==> src/rtl/mvm_stream.sv <==
// Streaming signed matrix-vector multiplier y = A*x with serial operand/result handshakes.
// A may be kept across runs; per-row results either wrap or saturate to OUTPUT_WIDTH.
module mvm_stream #(
  parameter int ROWS         = 4,
  parameter int COLS         = 4,
  parameter int INPUT_WIDTH  = 8,
  parameter int OUTPUT_WIDTH = 16,
  parameter bit SATURATE     = 1'b0
) (
  input  logic                           clk,
  input  logic                           reset,
  input  logic                           start,
  input  logic                           keep_matrix,
  input  logic                           s_valid,
  output logic                           s_ready,
  input  logic signed [INPUT_WIDTH-1:0]  s_data,
  output logic                           m_valid,
  input  logic                           m_ready,
  output logic signed [OUTPUT_WIDTH-1:0] m_data,
  output logic                           busy,
  output logic                           done,
  output logic                           sat
);
  localparam int NA  = ROWS * COLS;
  localparam int PW  = 2 * INPUT_WIDTH;
  localparam int AW  = PW + $clog2(COLS) + 1;
  localparam int WW  = ((AW > OUTPUT_WIDTH) ? AW : OUTPUT_WIDTH) + 1;
  localparam int AIW = (NA > 1) ? $clog2(NA) : 1;
  localparam int XIW = (COLS > 1) ? $clog2(COLS) : 1;
  localparam int YIW = (ROWS > 1) ? $clog2(ROWS) : 1;
  localparam logic signed [WW-1:0] MAXV = (WW'(1) <<< (OUTPUT_WIDTH - 1)) - WW'(1);
  localparam logic signed [WW-1:0] MINV = -MAXV - WW'(1);

  // state   | meaning
  // IDLE    | waiting for start
  // LOAD_A  | accepting ROWS*COLS matrix beats, row-major
  // LOAD_X  | accepting COLS vector beats
  // COMPUTE | one MAC per cycle, row-major
  // OUTPUT  | streaming y[0..ROWS-1]
  typedef enum logic [2:0] {IDLE, LOAD_A, LOAD_X, COMPUTE, OUTPUT} state_t;

  state_t                    state_q;
  logic [AIW-1:0]            a_idx_q;
  logic [XIW-1:0]            col_q;
  logic [YIW-1:0]            row_q;
  logic [YIW-1:0]            k_q;
  logic                      mat_ok_q;
  logic                      s_ready_q;
  logic                      m_valid_q;
  logic                      busy_q;
  logic                      done_q;
  logic                      sat_q;
  logic signed [OUTPUT_WIDTH-1:0] m_data_q;

  logic signed [INPUT_WIDTH-1:0]  a_q [NA];
  logic signed [INPUT_WIDTH-1:0]  x_q [COLS];
  logic signed [OUTPUT_WIDTH-1:0] y_q [ROWS];
  logic signed [AW-1:0]           acc_q;

  logic                           s_fire;
  logic                           m_fire;
  logic                           row_last;
  logic                           mac_last;
  logic                           ovf;
  logic [YIW-1:0]                 k_nx;
  logic signed [PW-1:0]           prod;
  logic signed [AW-1:0]           acc_base;
  logic signed [AW-1:0]           sum;
  logic signed [WW-1:0]           sum_w;
  logic signed [OUTPUT_WIDTH-1:0] conv;

  always_comb begin
    s_fire   = s_valid && s_ready_q;
    m_fire   = m_valid_q && m_ready;
    row_last = (col_q == XIW'(COLS - 1));
    mac_last = (a_idx_q == AIW'(NA - 1));
    k_nx     = k_q + YIW'(1);
    prod     = a_q[a_idx_q] * x_q[col_q];
    acc_base = (col_q == '0) ? '0 : acc_q;
    sum      = acc_base + AW'(prod);
    sum_w    = WW'(sum);
    ovf      = (sum_w > MAXV) || (sum_w < MINV);
    if (SATURATE && (sum_w > MAXV)) begin
      conv = MAXV[OUTPUT_WIDTH-1:0];
    end else if (SATURATE && (sum_w < MINV)) begin
      conv = MINV[OUTPUT_WIDTH-1:0];
    end else begin
      conv = sum_w[OUTPUT_WIDTH-1:0];
    end
  end

  // Operand and result storage carries no reset; its contents are only read after being written.
  always_ff @(posedge clk) begin
    if (state_q == LOAD_A && s_fire) a_q[a_idx_q] <= s_data;
    if (state_q == LOAD_X && s_fire) x_q[col_q] <= s_data;
    if (state_q == COMPUTE) begin
      acc_q <= sum;
      if (row_last) y_q[row_q] <= conv;
    end
  end

  always_ff @(posedge clk or negedge reset) begin
    if (!reset) begin
      state_q   <= IDLE;
      a_idx_q   <= '0;
      col_q     <= '0;
      row_q     <= '0;
      k_q       <= '0;
      mat_ok_q  <= 1'b0;
      s_ready_q <= 1'b0;
      m_valid_q <= 1'b0;
      busy_q    <= 1'b0;
      done_q    <= 1'b0;
      sat_q     <= 1'b0;
      m_data_q  <= '0;
    end else begin
      done_q <= 1'b0;
      case (state_q)
        IDLE: begin
          // done_q blocks a start arriving in the same cycle as the done pulse
          if (start && !done_q) begin
            sat_q     <= 1'b0;
            busy_q    <= 1'b1;
            s_ready_q <= 1'b1;
            a_idx_q   <= '0;
            col_q     <= '0;
            if (keep_matrix && mat_ok_q) begin
              state_q <= LOAD_X;
            end else begin
              mat_ok_q <= 1'b0;
              state_q  <= LOAD_A;
            end
          end
        end
        LOAD_A: begin
          if (s_fire) begin
            if (mac_last) begin
              a_idx_q  <= '0;
              mat_ok_q <= 1'b1;
              state_q  <= LOAD_X;
            end else begin
              a_idx_q <= a_idx_q + AIW'(1);
            end
          end
        end
        LOAD_X: begin
          if (s_fire) begin
            if (row_last) begin
              col_q     <= '0;
              a_idx_q   <= '0;
              row_q     <= '0;
              s_ready_q <= 1'b0;
              state_q   <= COMPUTE;
            end else begin
              col_q <= col_q + XIW'(1);
            end
          end
        end
        COMPUTE: begin
          a_idx_q <= a_idx_q + AIW'(1);
          if (row_last) begin
            col_q <= '0;
            row_q <= row_q + YIW'(1);
            sat_q <= sat_q | ovf;
          end else begin
            col_q <= col_q + XIW'(1);
          end
          if (mac_last) begin
            a_idx_q   <= '0;
            row_q     <= '0;
            k_q       <= '0;
            m_valid_q <= 1'b1;
            m_data_q  <= (ROWS == 1) ? conv : y_q[0];
            state_q   <= OUTPUT;
          end
        end
        OUTPUT: begin
          if (m_fire) begin
            if (k_q == YIW'(ROWS - 1)) begin
              k_q       <= '0;
              m_valid_q <= 1'b0;
              busy_q    <= 1'b0;
              done_q    <= 1'b1;
              state_q   <= IDLE;
            end else begin
              k_q      <= k_nx;
              m_data_q <= y_q[k_nx];
            end
          end
        end
        default: state_q <= IDLE;
      endcase
    end
  end

  assign s_ready = s_ready_q;
  assign m_valid = m_valid_q;
  assign m_data  = m_data_q;
  assign busy    = busy_q;
  assign done    = done_q;
  assign sat     = sat_q;
endmodule

==> config.mk <==
export PLATFORM = sky130hd
export DESIGN_NAME = mvm_stream
export DESIGN_NICKNAME = d
export VERILOG_FILES = /design/src/rtl/mvm_stream.sv
export SDC_FILE = /design/constraint.sdc
export NUM_CORES = 1
export LEC_CHECK = 0
export ABC_AREA = 0
export CORE_MARGIN = 2
export CORE_UTILIZATION = 45
export DETAILED_ROUTE_END_ITERATION = 16
export GPL_ROUTABILITY_DRIVEN = 0
export SYNTH_ARGS = -nofsm -noshare
export SYNTH_HDL_FRONTEND = slang
export SYNTH_SLANG_ARGS = --single-unit
==> constraint.sdc <==
create_clock -name clk -period 8.75 [get_ports clk]
set_input_delay 1.75 -clock clk [delete_from_list [all_inputs] [get_ports clk]]
set_output_delay 1.75 -clock clk [all_outputs]
set_load 0.03 [all_outputs]
==> reports/metrics.yaml <==
sta:
  fin_setup_tns_ns: 0
  period_share_pct: 80.6
  relSlewSlack_pct: 23.3
  worst-slew-pin-transition_ns: 1.14
  setup_viol: 0
  max_freq_ghz: 0.142
  finalMaxSlewViolations: 0
  worst_slack_ns: 1.69
  clock_skew_ns: 0.0289
  hold_viol: 0
  rsz0062_at_grt: "no"
  period_needed_ns: 7.06
  hold_ws_ns: 0.479
clock_tree:
  cts_tree: "yes"
  root_buffer: "clkbuf_16"
  numCtsBuffers: 29
  ctsResizeCount: 0
  cts.clk_slew.worst_paths_ns: 0.07
  clk_path_buf_depth: 3
  post_cts_buffers: 0
  clock_sinks: 278
  cts_max_level: 1
  clk_latency_ns: 0.56
  holdBufCountCts: 0
floorplanning:
  fp.dieW_um: 183
  die_y_um: 183
  rows: 65
  initial_core_util_pct: 45.6
  ios: 35
  dieArea_sq_mm: 0.0334
  coreArea_sq_mm: 0.0315
yosys:
  synth_top_cell_by_area: "edfxtp_1"
  synth_top_area_share_pct: 50.8
  synth_ff_type: "edfxtp_1"
  ys_seq_elements: 278
  synth_edf_count: 243
  ys_warn_count: 0
  syn-num-nets: 1142
  synthArstFlopShare_pct: 12.6
  synth.avg_cell_area_sq_um: 14.6
  postSynthCellCount: 987
  synth_area_sq_mm: 0.0144
  synth_cell_type_count: 48
  seq_area_frac_synth_pct: 56.9
  yosys-top-cells-area: "edfxtp_1 51%, fa_1 12%, mux4_2 7.4%"
grt:
  grt_pass1_vias: 8070
  met3_usage_pct: 2.02
  antenna_found_initial: 0
  grtUsageMet1_pct: 25.0
  gr-max-usage-layer: "met2"
  grt_max_degree: 36
  overflow: 0
  met2_usage_pct: 30.5
  track_usage_pct: 18.0
  grt_pass1_wl_mm: 46.0
placement:
  io_buffers: 34
  dp_cells: 1400
  detailed_place_hpwl_mm: 20.6
  pre_cts_ws_ns: 1.65
critical_path:
  crit_slowest_cell: "dfrtp_2"
  cp_cell_sequence: "buf_4 -> mux4_2 -> mux4_2 -> and2_1 -> fa_1 -> inv_1 -> fa_1 -> inv_1 -> fa_1 -> fa_1 -> inv_1 -> fa_1 -> inv_1 -> ha_1 -> o21ai_0 -> o21ai_1 -> and3_1 -> o31ai_1 -> xnor2_1 -> nor4bb_1 -> a211oi_1"
  start_kind: "register"
  path_class: "register to register"
  endpoint_kind: "register"
  r2r_start: "a_idx_q[0]$_DFFE_PN0P_"
  crit_arrival_ns: 7.45
  required_ns: 9.15
  max_stage_delay_ns: 0.66
  worstSetupStartpoint: "a_idx_q[0]$_DFFE_PN0P_"
  worst-path-max-fanout: 24
  cpMostUsedCell: "fa_1"
route:
  wl_per_cell_um: 20.0
  ant_nets: 0
  drt-total-wl_mm: 29.1
  drc: 0
  viasPerCell: 5.29
  dr.pass1.iters: 5
  dr.first_iter.drc_count: 617
  vias: 7686
min_path:
  min-delay-start: "m_data[9]$_DFFE_PN0P_"
  hp-class: "register to register"
job:
  maxCapViolations: 0
final_layout:
  final_nets: 1184
  fin_cells: 1454
  layout-drive-gt1-share_pct: 10.6
  antenna_cells: 0
  synthToLayoutAreaGrowth_pct: 12.5
  fill_cells: 2651
run_status:
  status: "finished, final reports clean"
-- synth_stat cells (18+ instances only) --
| master | n |
|---|---|
| ha_1 | 57 |
| o21ai_0 | 25 |
| mux4_2 | 47 |
| nor2_1 | 51 |
| and2_1 | 47 |
| mux2i_1 | 18 |
| inv_1 | 112 |
| clkbuf_1 | 21 |
| a21oi_1 | 36 |
| edfxtp_1 | 243 |
| dfrtp_1 | 35 |
| o22ai_1 | 18 |
| fa_1 | 84 |
| nand2_1 | 60 |
-- through the flow --
stage / util (%) / area [sq um]
floorplan: - / 14400
global placement: 48.0 / 15100
detailed placement: 48.0 / 15100
CTS: 51.3 / 16200
global route: 51.3 / 16200
finish: 51.3 / 16200
-- sequential cells by signal, indices dropped and copies added, names as in the netlist --
| register | cells |
|---|---|
| row_q | 2 |
| a_idx_q | 4 |
| s_ready | 1 |
| m_data | 16 |
| x_q | 32 |
| state_q | 3 |
| a_q | 128 |
| sat | 1 |
| k_q | 2 |
| m_valid | 1 |
| done | 1 |
| mat_ok_q | 1 |
| acc_q | 19 |
| y_q | 64 |
| busy | 1 |
| col_q | 2 |
-- cell families after synthesis --
group	after synthesis	synth area share, %
xor+xnor	22	1.34
fa+ha+maj	141	16.7
mux	66	8.70
compound gates	119	4.88
simple gates	217	7.46
flops	278	56.9
buf+inv	144	4.06
-- placed cells by master, fill, tap and decap left out, drive strengths merged, types with 10 or more instances in the layout --
cell type      count
a21oi             36
and2              47
buf               10
clkbuf            35
clkdlybuf4s50     33
dfrtp             35
edfxtp           243
fa                84
ha                57
inv              115
mux2i             18
mux4              47
nand2             60
nand2b            10
nor2              51
nor2b             17
o21ai             36
o22ai             18
xnor2             17
-- critical path: cells and delay by family, from the launching register on --
family                   cells  cell delay (ns)
adder cells (fa/ha/maj)      6             2.81
AND/OR/NAND/NOR              3             0.65
multiplexers                 2             1.14
XOR/XNOR                     1             0.20
buffers and inverters        5             0.67
AO/OA/AOI/OAI                4             0.73
flip-flops                   1             0.66
-- per-layer routing --
layer | vias to the layer above | routed length [um]
li1 | 3595 | -
met1 | 3908 | 13100
met2 | 134 | 14400
met3 | 49 | 910
met4 | 0 | 638
met5 | - | 0
-- final timing paths --
path                                          end  slack, ns  depth (start not counted)
max                               sat$_DFFE_PN0P_       1.69                         21
min                         m_data[9]$_DFFE_PN0P_       0.48                          2
max reg2reg                       sat$_DFFE_PN0P_       1.69                         21
min reg2reg                 m_data[9]$_DFFE_PN0P_       0.48                          2
max in group asynchronous  a_idx_q[0]$_DFFE_PN0P_       6.87                          1
min in group asynchronous  m_data[10]$_DFFE_PN0P_       1.30                          1
-- layout make-up --
cell class / count / area [sq um] / share of cell area (%)
sequential: 278 / 8170 / 50.6
inverter: 112 / 420 / 2.60
timing repair buffer: 43 / 403 / 2.49
clock inverter: 19 / 298 / 1.84
clock buffer: 35 / 748 / 4.63
multi-input combinational: 565 / 5610 / 34.7
tap: 402 / 503 / 3.11
Power is left out: the tool's default activity adds up to more than one toggle a clock period on the data nets, which glitch-free logic cannot reach.
